--- config.mk ---
export PLATFORM = sky130hd
export DESIGN_NAME = microcode_sequencer
export DESIGN_NICKNAME = d
export VERILOG_FILES = /design/src/rtl/microcode_sequencer.sv
export SDC_FILE = /design/constraint.sdc
export NUM_CORES = 1
export LEC_CHECK = 0
export ABC_CLOCK_PERIOD_IN_PS = 3500
export CAP_MARGIN = 15
export CELL_PAD_IN_SITES_DETAIL_PLACEMENT = 0
export CELL_PAD_IN_SITES_GLOBAL_PLACEMENT = 1
export CORE_MARGIN = 3
export CORE_UTILIZATION = 25
export CTS_CLUSTER_SIZE = 10
export DETAILED_ROUTE_END_ITERATION = 7
export PLACE_DENSITY = 0.81
export SLEW_MARGIN = 5
export SYNTH_ARGS = -nofsm -noshare
export SYNTH_HDL_FRONTEND = slang
export SYNTH_SLANG_ARGS = --single-unit
--- constraint.sdc ---
create_clock -name clock -period 3.5 [get_ports clock]
set_input_delay 0.7 -clock clock [delete_from_list [all_inputs] [get_ports clock]]
set_output_delay 0.7 -clock clock [all_outputs]
set_load 0.02 [all_outputs]
--- src/rtl/microcode_sequencer.sv ---
// microcode_sequencer: generates the microcode ROM address each cycle, decodes the
// sequencing field of the returned microword and keeps a small return-address stack.
module microcode_sequencer #(
    parameter int UPC_WIDTH   = 9,
    parameter int WORD_WIDTH  = 88,
    parameter int STACK_DEPTH = 4,
    parameter int RESET_UPC   = 0
) (
    input  logic                  clock,
    input  logic                  reset,
    output logic [UPC_WIDTH-1:0]  micro_pc,
    input  logic [WORD_WIDTH-1:0] micro_data,
    input  logic [15:0]           cond_flags,
    input  logic [UPC_WIDTH-1:0]  decode_target,
    input  logic                  decode_valid,
    input  logic                  stall,
    input  logic                  resume,
    output logic [WORD_WIDTH-18:0] micro_ctrl,
    output logic                  micro_valid,
    output logic                  seq_error,
    output logic                  illegal_op
);
    localparam int SPW = $clog2(STACK_DEPTH + 1);
    localparam int AW  = $clog2(STACK_DEPTH);

    typedef enum logic [1:0] {WAIT, RUN, HALT} state_t;

    state_t               state_q;
    logic [UPC_WIDTH-1:0] upc_q, upc_d, inc, target, npc;
    logic [UPC_WIDTH-1:0] stack_q [STACK_DEPTH];
    logic [SPW-1:0]       sp_q;
    logic [3:0]           op;
    logic                 err_q, fire, cond, full, empty, push, pop, fault, to_halt;

    assign op     = micro_data[87:84];
    assign target = micro_data[71 +: UPC_WIDTH];
    assign cond   = cond_flags[micro_data[83:80]];
    assign inc    = upc_q + 1'b1;
    assign full   = sp_q == SPW'(STACK_DEPTH);
    assign empty  = sp_q == '0;

    // A dispatch without a valid decoder target waits exactly like a stall.
    assign fire    = state_q == RUN && !stall && !(op == 4'd6 && !decode_valid);
    assign push    = fire && op == 4'd4 && !full;
    assign pop     = fire && op == 4'd5 && !empty;
    assign fault   = fire && ((op == 4'd4 && full) || (op == 4'd5 && empty));
    assign to_halt = fault || (fire && op == 4'd7);

    always_comb begin
        case (op)
            4'd1:    npc = target;
            4'd2:    npc = cond ? target : inc;
            4'd3:    npc = cond ? inc : target;
            4'd4:    npc = full ? inc : target;
            4'd5:    npc = empty ? inc : stack_q[AW'(sp_q - 1'b1)];
            4'd6:    npc = decode_target;
            default: npc = inc;
        endcase
    end

    // Without a fire the ROM re-reads the word it already holds.
    assign upc_d       = fire ? npc : upc_q;
    assign micro_pc    = upc_d;
    assign micro_ctrl  = micro_data[WORD_WIDTH-18:0];
    assign micro_valid = state_q == RUN;
    assign seq_error   = err_q;
    assign illegal_op  = fire && op[3];

    always_ff @(posedge clock or posedge reset) begin
        if (reset) begin
            state_q <= WAIT;
            upc_q   <= UPC_WIDTH'(RESET_UPC);
            sp_q    <= '0;
            err_q   <= 1'b0;
        end else begin
            upc_q <= upc_d;
            if (push) begin
                stack_q[sp_q[AW-1:0]] <= inc;
                sp_q                  <= sp_q + 1'b1;
            end
            if (pop)
                sp_q <= sp_q - 1'b1;
            if (fault)
                err_q <= 1'b1;
            case (state_q)
                WAIT:    state_q <= RUN;
                RUN:     state_q <= to_halt ? HALT : RUN;
                HALT:    state_q <= (resume && !err_q) ? RUN : HALT;
                default: state_q <= WAIT;
            endcase
        end
    end
endmodule

==> impl_summary.md, run 1 <==
Synthesis
The sequential share of the synthesized area is 0.424. Synthesis produced a netlist with a net count of 441. The total of warnings raised by yosys is 0. The combined area of all synthesized cells is 3430 um^2. After synthesis, the share of flip-flops with an asynchronous set or reset is 0.294. The number of different library cells used by synthesis comes to 50.

The number of enable-type register cells in the synthesized netlist is 36. Among all flip-flop cells after synthesis, the most frequent one is sky130_fd_sc_hd__edfxtp_1. The average footprint of a synthesized cell is 10.8 um^2. The synthesized flop and latch total is 51. The number of instances in the synthesized netlist is 317.

Pwr
For this design the static power due to leakage is 0.00172 uW. Power comes to 2360 uW. The share of total power dissipated in sequential elements is 0.365. The internal power component is 1530 uW. In this run the power spent charging and discharging nets is 834 uW. The worst voltage drop across the vdd grid is 0.278 mV. The power per cell area is 530 nW/um^2. The share of total power dissipated in combinational logic is 0.432. Of the total power, the clock network draws 0.203. Of the total power, the share spent switching nets is 0.353.

Clock tree
The tree is rooted in a sky130_fd_sc_hd__clkbuf_16. No sink is reached through more buffers than the 2 on the longest clock path. The number of sinks on the clock net is 51. Clock latency on the worst-skew pair, taken at its later pin, is 0.29 ns. After clock tree synthesis, the clock-pin slew on the worst setup and hold paths is 0.06 ns. The CTS tree is done. The number of H-tree levels is 2. The total clock buffers created by CTS is 5. The post-cts hold buffer count is 0.

Setup path
The startpoint-to-endpoint class of the critical path is in2out. The number of cells on the critical path is 10. In this design, the stage delay of the slowest critical-path cell is 0.53 ns. Along the worst path, the maximum fanout reaches 8.

The critical path data arrival time is 2.89 ns. Together, buffers and inverters on the worst path number 4. The worst setup path is captured at an output pin.

The critical-path cell with the highest stage delay is sky130_fd_sc_hd__mux4_2. At the worst endpoint, the required time is 2.80 ns. The cell class contributing the biggest share of worst-path delay is multiplexers.

The worst reg-to-reg path cell count is 9. The cell that appears most often on the critical path is sky130_fd_sc_hd__buf_6. Walking the worst path, the cells encountered are buf_12 -> mux2_4 -> mux4_2 -> a22o_4 -> mux2i_4 -> buf_6 -> buf_6 -> o211ai_1 -> o2111ai_2 -> buf_6. The worst setup path is launched from a primary input.

STA
The maximum frequency from static timing analysis is 279 MHz. The setup slack after layout is -0.0863 ns. The smallest clock period supported by the final layout is computed as 3.59 ns. The final hold violation count is 0. Setup violations remaining at the end of the flow were counted as 4. The worst slew slack as a fraction of its limit is 0.663. Setup repair after global routing could not meet its margin everywhere.

The share of the cycle needed by the critical path after routing is 1.02. The count of pins over their slew limit came to 0. For the final database, setup skew stands at 0.0107 ns.

The measured slew at the worst slew-check pin is 0.501 ns.

Routing
The average wire per standard cell is 18.0 um. The post-detailed-routing wire length is 9.65 mm. The final route contains 2,618 vias. In the routed design, unresolved DRC markers number 0.

After the first detailed-routing iteration, the DRC count stood at 117. Using the TritonRoute via totals, the vias-per-cell ratio works out to 4.88. The detailed-router iteration count before antenna repair is 4. In this run the remaining antenna-violating nets after routing total 0.

Worst hold path
The worst hold path depth is 1. The worst hold path belongs to the class reg2reg.

Final layout
0 antenna diodes ended up in the layout. The number of nets in the layout is 483. Of the cells placed in the final design, the portion with a size suffix greater than 1 is 0.383. Compared with the post-synthesis result, the final layout area differs by 29.9%.

The post-layout instance area is 4460 um^2.

Floorplanning
The area of the core is 13,300 um^2. The die is 123 um tall. Row generation in the floorplan step produced 42 rows. The initial utilization of the core area, before any placement, comes to 0.257.

The die width is 123 um. The die covers 15,200 um^2. During I/O placement, the number of pins put on the boundary was 201.

Run
Max-cap violations in this run came to 0.

Placement
The final weighted congestion of routability-driven global placement is 0.890. The wire-length estimate of the detail-placed layout is 7.14 mm. The placement-stage cell area is 4090 um^2. During placement, the flow inserted port buffers numbering 58.

GRT
The first-pass GRT wire length is 14.9 mm. For this run, the total global-route usage over all layers was measured as 0.127. The number of global-route vias before repair came to 2,797. Entering global routing, the biggest net connects 17 pins. The number of antenna violations at the first check in global routing was 0. The total overflow left after global routing is 0.

Status
The flow ran to the end, but the final reports show violations. The final reports fail on setup timing.
[power groups by stage]
stage | Combinational, uW | Sequential (uW) | Clock, uW
final | 1020 | 862 | 479
after global routing | 1100 | 871 | 510
after CTS | 989 | 858 | 487
after detailed placement | 948 | 863 | 0
after global placement | 922 | 862 | 0
after floorplan | 675 | 843 | 0
[area by class of cell]
cell class	instances	area, um^2
multi-input combinational	173	1610
clock buffer	6	129
tap	176	220
fill	1366	8890
inverter	11	41.3
timing repair buffer	117	986
sequential	51	1460
clock inverter	2	13.8
[per-layer routing]
layer	track usage	part of all wire	vias up
li1	-	-	1174
met1	0.150	0.39	1273
met2	0.214	0.48	112
met3	0.0325	0.078	59
met4	0.0657	0.044	0
met5	0	0	-
[final timing paths]
path / end / from / slack, ns
hold reg to reg: state_q[0] / state_q[0] / 0.49
max in group asynchronous: upc_q[3] / reset / 2.52
setup / recovery: micro_pc[0] / micro_data[80] / -0.09
hold / removal: state_q[0] / state_q[0] / 0.49
min in group asynchronous: sp_q[2] / reset / 0.77
setup reg to reg: stack_q[0][6] / sp_q[1] / 0.75
[placed cells by master (no fill, tap or decap), drive strengths merged, types with 6 or more instances in the layout]
cell / instances
ha: 6
clkdlybuf4s15: 6
clkbuf: 14
o21ai: 15
nor2: 16
nand3: 6
dfrtp: 15
xor2: 6
mux4: 11
nor2b: 6
buf: 71
a21oi: 8
inv: 11
mux2: 8
edfxtp: 36
nand2: 20
clkdlybuf4s50: 28
xnor2: 7
a221oi: 6
[per-stage QoR]
step,hold WS [ns],util,setup WS (ns),std cells,setup TNS [ns]
after floorplan,0.438,-,0.0646,317,0
after global placement,0.454,0.306,-1.08,523,-9.11
after detailed placement,0.485,0.306,-1.10,523,-9.31
after CTS,0.497,0.329,-0.145,534,-0.324
after global routing,0.516,0.334,-0.154,536,-0.693
final,0.494,0.334,-0.0863,536,-0.186
[flip-flops by register name (all words and copies together), names as in the netlist]
| register | cells |
|---|---|
| seq_error | 1 |
| upc_q | 9 |
| state_q | 2 |
| sp_q | 3 |
| stack_q | 36 |
[timing repair]
action                     CTS  global route
gates cloned                 1             0
pin swaps                   10             5
setup endpoints to repair    9             9
gates resized for setup    127            24
setup buffers                3             2
[cells in the mapped netlist, types with 4 or more instances]
cell	n	share of area
sky130_fd_sc_hd__a21oi_1	8	0.012
sky130_fd_sc_hd__a221oi_1	6	0.015
sky130_fd_sc_hd__a31oi_1	4	0.0073
sky130_fd_sc_hd__and2_1	5	0.0091
sky130_fd_sc_hd__and3_1	4	0.0073
sky130_fd_sc_hd__buf_4	71	0.16
sky130_fd_sc_hd__clkbuf_1	9	0.0098
sky130_fd_sc_hd__dfrtp_1	15	0.11
sky130_fd_sc_hd__edfxtp_1	36	0.31
sky130_fd_sc_hd__ha_1	6	0.022
sky130_fd_sc_hd__inv_1	11	0.012
sky130_fd_sc_hd__mux2_1	4	0.013
sky130_fd_sc_hd__mux4_2	11	0.072
sky130_fd_sc_hd__nand2_1	20	0.022
sky130_fd_sc_hd__nand3_1	6	0.0087
sky130_fd_sc_hd__nor2_1	16	0.017
sky130_fd_sc_hd__nor2b_1	6	0.011
sky130_fd_sc_hd__o21ai_0	15	0.022
sky130_fd_sc_hd__o22ai_1	5	0.0091
sky130_fd_sc_hd__xnor2_1	7	0.018
sky130_fd_sc_hd__xor2_1	6	0.015
[cells by family after synthesis]
group,synth area share
buffers and inverters,0.183
AND/OR/NAND/NOR,0.101
AO/OA/AOI/OAI,0.125
flip-flops,0.424
multiplexers,0.112
XOR/XNOR,0.0332
adder cells (fa/ha/maj),0.0219
No activity file was read; power rests on OpenSTA's default activity.
==> run 2, diff against run 1 <==
--- a/config.mk
+++ b/config.mk
@@ -9,6 +9,7 @@
 export CAP_MARGIN = 15
 export CELL_PAD_IN_SITES_DETAIL_PLACEMENT = 0
 export CELL_PAD_IN_SITES_GLOBAL_PLACEMENT = 1
+export CORE_ASPECT_RATIO = 0.75
 export CORE_MARGIN = 3
 export CORE_UTILIZATION = 25
 export CTS_CLUSTER_SIZE = 10
==> run 2 against run 1 <==
Effect of this change:
- the run still ends with setup timing left
- register-to-register slack better by 0.23 ns
- clock power grew 17%
- critical endpoint is now micro_pc[6]
- final area grew 4.5%
- critical path type unchanged
==> impl_summary.md, run 2 (same netlist as run 1, synthesis figures left out) <==
GRT
The global routing usage summed across all routing layers is 0.129 (+0.00179). The first-pass GRT wire length is 15.1 mm (+1.3%). The number of global-route vias before repair came to 2,666 (-4.7%). The aggregate global routing overflow is 0 (unchanged).

The number of antenna violations at the first check in global routing is 0 (unchanged). The largest net degree at the start of global routing is 18 (+1).

Routing
The total via count after detailed routing is 2,658 (+1.5%). The average wire per standard cell was 18.6 um (+3.1%). The post-detailed-routing wire length was 10.1 mm (+5.0%). The detail-routed via count per cell is 4.87 (-0.33%). The remaining antenna violation count came to 0 (unchanged).

The number of DRC violations after detailed-routing iteration 0 is 250 (+110%). The detailed-route DRC error count is 0 (unchanged). The detailed-router iteration count before antenna repair is 4 (unchanged).

Setup path
The startpoint class of the critical path is a primary input. The maximum cell stage delay along the critical path came to 0.51 ns (-0.02 ns). The maximum fanout encountered on the critical timing path came to 3 (-5). The cell class contributing the biggest share of worst-path delay is multiplexers.

The data required time at the worst endpoint is 2.80 ns (about the same). The worst reg-to-reg path cell count came to 10 (+1). The critical register-to-register path startpoint is sp_q[1].

The critical path goes through clkdlybuf4s15_1 -> mux2_4 -> mux4_2 -> a22o_4 -> mux2i_4 -> buf_6 -> a2111oi_4 -> nor3_2 -> buf_4. The critical path data arrival time came to 2.90 ns (about the same). The largest individual stage delay along the critical path comes from the cell sky130_fd_sc_hd__mux4_2.

The register-to-register setup slack is 0.98 ns (+0.23 ns). The kind of end point of the critical path is an output pin. The worst setup path is of the in2out kind.

The buffering stage count on the worst path with inverters included came to 3 (-1). In this run the critical register-to-register path is captured at upc_q[2].

STA
The sum of negative setup slack was -0.297 ns (-0.111 ns). The clock skew is 0.0101 ns (-0.000602 ns). The worst slew slack as a fraction of its limit is 0.632 (-0.0314). The setup slack after layout was -0.0999 ns (-0.0136 ns).

Setup repair after global routing could not meet its margin everywhere. The share of the cycle needed by the critical path after routing is 1.03 (+0.00387). The count of pins over their slew limit is 0 (unchanged). The measured slew at the worst slew-check pin is 0.546 ns (+0.0449 ns).

The final hold violation count is 0 (unchanged). The final critical delay including setup and external delays is 3.60 ns (+0.0136 ns). The final count of negative-setup-slack endpoints was 5 (+1). The maximum frequency from static timing analysis is 278 MHz (-0.38%).

Clock tree
The number of sinks on the clock net is 51 (unchanged). The total clock buffers created by CTS is 5 (unchanged). TritonCTS built the clock tree.

The source-to-sink clock delay at the later pin of the worst-skew pair is 0.29 ns (about the same). The post-cts hold buffer count came to 0 (unchanged). The number of buffers on the longest clock path is 2 (unchanged). The clock root buffer is sky130_fd_sc_hd__clkbuf_16. The number of H-tree levels came to 2 (unchanged). The clock-pin slew on the worst setup and hold paths is 0.06 ns (about the same).

Run
The max-capacitance violation count is 0 (unchanged).

Placement
The total instance count after detailed placement is 519 (-0.76%). The placement-stage cell area came to 4080 um^2 (-0.28%). The post-detailed-placement half-perimeter wirelength is 7.26 mm (+1.6%).

The number of buffers inserted by port buffering is 58 (unchanged). The setup slack at placement is -1.13 ns (-0.0341 ns). The final weighted congestion of routability-driven global placement is 0.888 (-0.20%).

Final layout
The post-layout instance area is 4660 um^2 (+4.5%). In the layout the commonest cells are sky130_fd_sc_hd__buf_4, sky130_fd_sc_hd__edfxtp_1, sky130_fd_sc_hd__clkdlybuf4s50_1. The share of the core filled with cells was 0.353 (+0.0191). The number of filler cells placed in the layout was 1,265 (-7.4%). The number of standard cells in the final layout excluding fillers was 546 (+1.9%). The leading cell type in the layout, fill and taps excluded is sky130_fd_sc_hd__buf_4.

The ratio of cells with drive above 1 in the final layout is 0.400 (+0.0167). The antenna cell count is 0 (unchanged). From synthesis to final layout, the design area changed by 35.7%.

The number of nets in the layout is 498 (+3.1%). The number of flip-flops under the largest register name came to 36 (unchanged).

Floorplanning
The area of the core was 13,200 um^2 (-1.1%). The initial core utilization is 0.260 (+0.00293). The top-level port count is 201 (unchanged). The area of the die came to 15,200 um^2 (+0.10%). The die height is 107 um (-13%). The die width is 141 um (+15%).

The number of core rows is 36 (-14%).

Pwr
The worst voltage drop across the vdd grid was 0.322 mV (+16%). The standby leakage power is 0.00182 uW (+5.9%). The fraction of power consumed by sequential logic is 0.343 (-0.022).

The net switching power of the design is 864 uW (+3.6%). The switching fraction of total power was 0.343 (-0.0104). The power per cell area came to 541 nW/um^2 (+2.2%). The fraction of power consumed by combinational cells is 0.434 (+0.002). The fraction of power consumed by the clock network came to 0.223 (+0.020).

The internal power component is 1660 uW (+8.5%).

Worst hold path
The class of the most critical hold timing path is reg2reg. The worst hold path depth is 1 (unchanged). The hold path startpoint is state_q[0]. The terminating pin of the worst hold path is state_q[0].

Status
The final reports fail on setup timing. The flow ran to the end, but the final reports show violations.
run 2: final cells by class:
| type | instances | area (um^2) | area share |
|---|---|---|---|
| multi-input combinational | 173 | 1650 | 0.353 |
| tap | 171 | 214 | 0.0459 |
| clock buffer | 5 | 125 | 0.0269 |
| timing repair buffer | 132 | 1130 | 0.243 |
| clock inverter | 3 | 46.3 | 0.00994 |
| sequential | 51 | 1460 | 0.313 |
| inverter | 11 | 41.3 | 0.00886 |
run 2: per-stage QoR:
step,hold WS [ns],power (uW)
finish,0.485,2520
global route,0.521,2650
floorplan,0.438,1520
CTS,0.484,2430
global placement,0.452,1770
detailed placement,0.472,1800
run 2: power by group through the flow:
stage	clock network [uW]	logic [uW]	registers, uW
2_1_floorplan	0	675	843
3_3_place_gp	0	911	863
3_5_place_dp	0	929	868
4_1_cts	573	996	861
5_1_grt	593	1180	875
6_report	562	1090	865
run 2: routing by layer:
| metal | vias to the layer above | routed length (um) | global-route usage |
|---|---|---|---|
| met2 | 105 | 4730 | 0.193 |
| met5 | - | 0 | 0 |
| met1 | 1315 | 4400 | 0.184 |
| li1 | 1201 | - | - |
| met3 | 37 | 764 | 0.0302 |
| met4 | 0 | 235 | 0.0415 |
run 2: worst max-delay path by stage:
| stage | from | depth (start not counted) | to |
|---|---|---|---|
| detailed placement | micro_data[80] | 9 | micro_pc[5] |
| global placement | micro_data[80] | 9 | micro_pc[5] |
| global route | micro_data[80] | 10 | micro_pc[6] |
| floorplan | micro_data[80] | 7 | micro_pc[5] |
| finish | cond_flags[8] | 9 | micro_pc[6] |
| CTS | micro_data[80] | 10 | micro_pc[6] |
run 2: what timing repair did:
action / 4_1_cts / 5_1_grt
endpoints found under the setup margin: 9 / 9
setup buffers: 8 / 12
gates resized for setup: 102 / 54
cloned: 1 / 0
pin swaps: 12 / 15
==> run 3, diff against run 2 <==
--- a/config.mk
+++ b/config.mk
@@ -15,7 +15,7 @@
 export CTS_CLUSTER_SIZE = 10
 export DETAILED_ROUTE_END_ITERATION = 7
 export PLACE_DENSITY = 0.81
-export SLEW_MARGIN = 5
+export SLEW_MARGIN = 15
 export SYNTH_ARGS = -nofsm -noshare
 export SYNTH_HDL_FRONTEND = slang
 export SYNTH_SLANG_ARGS = --single-unit
==> results of run 3 <==
The final DEF is identical to that of run 2; final timing and power are the same.
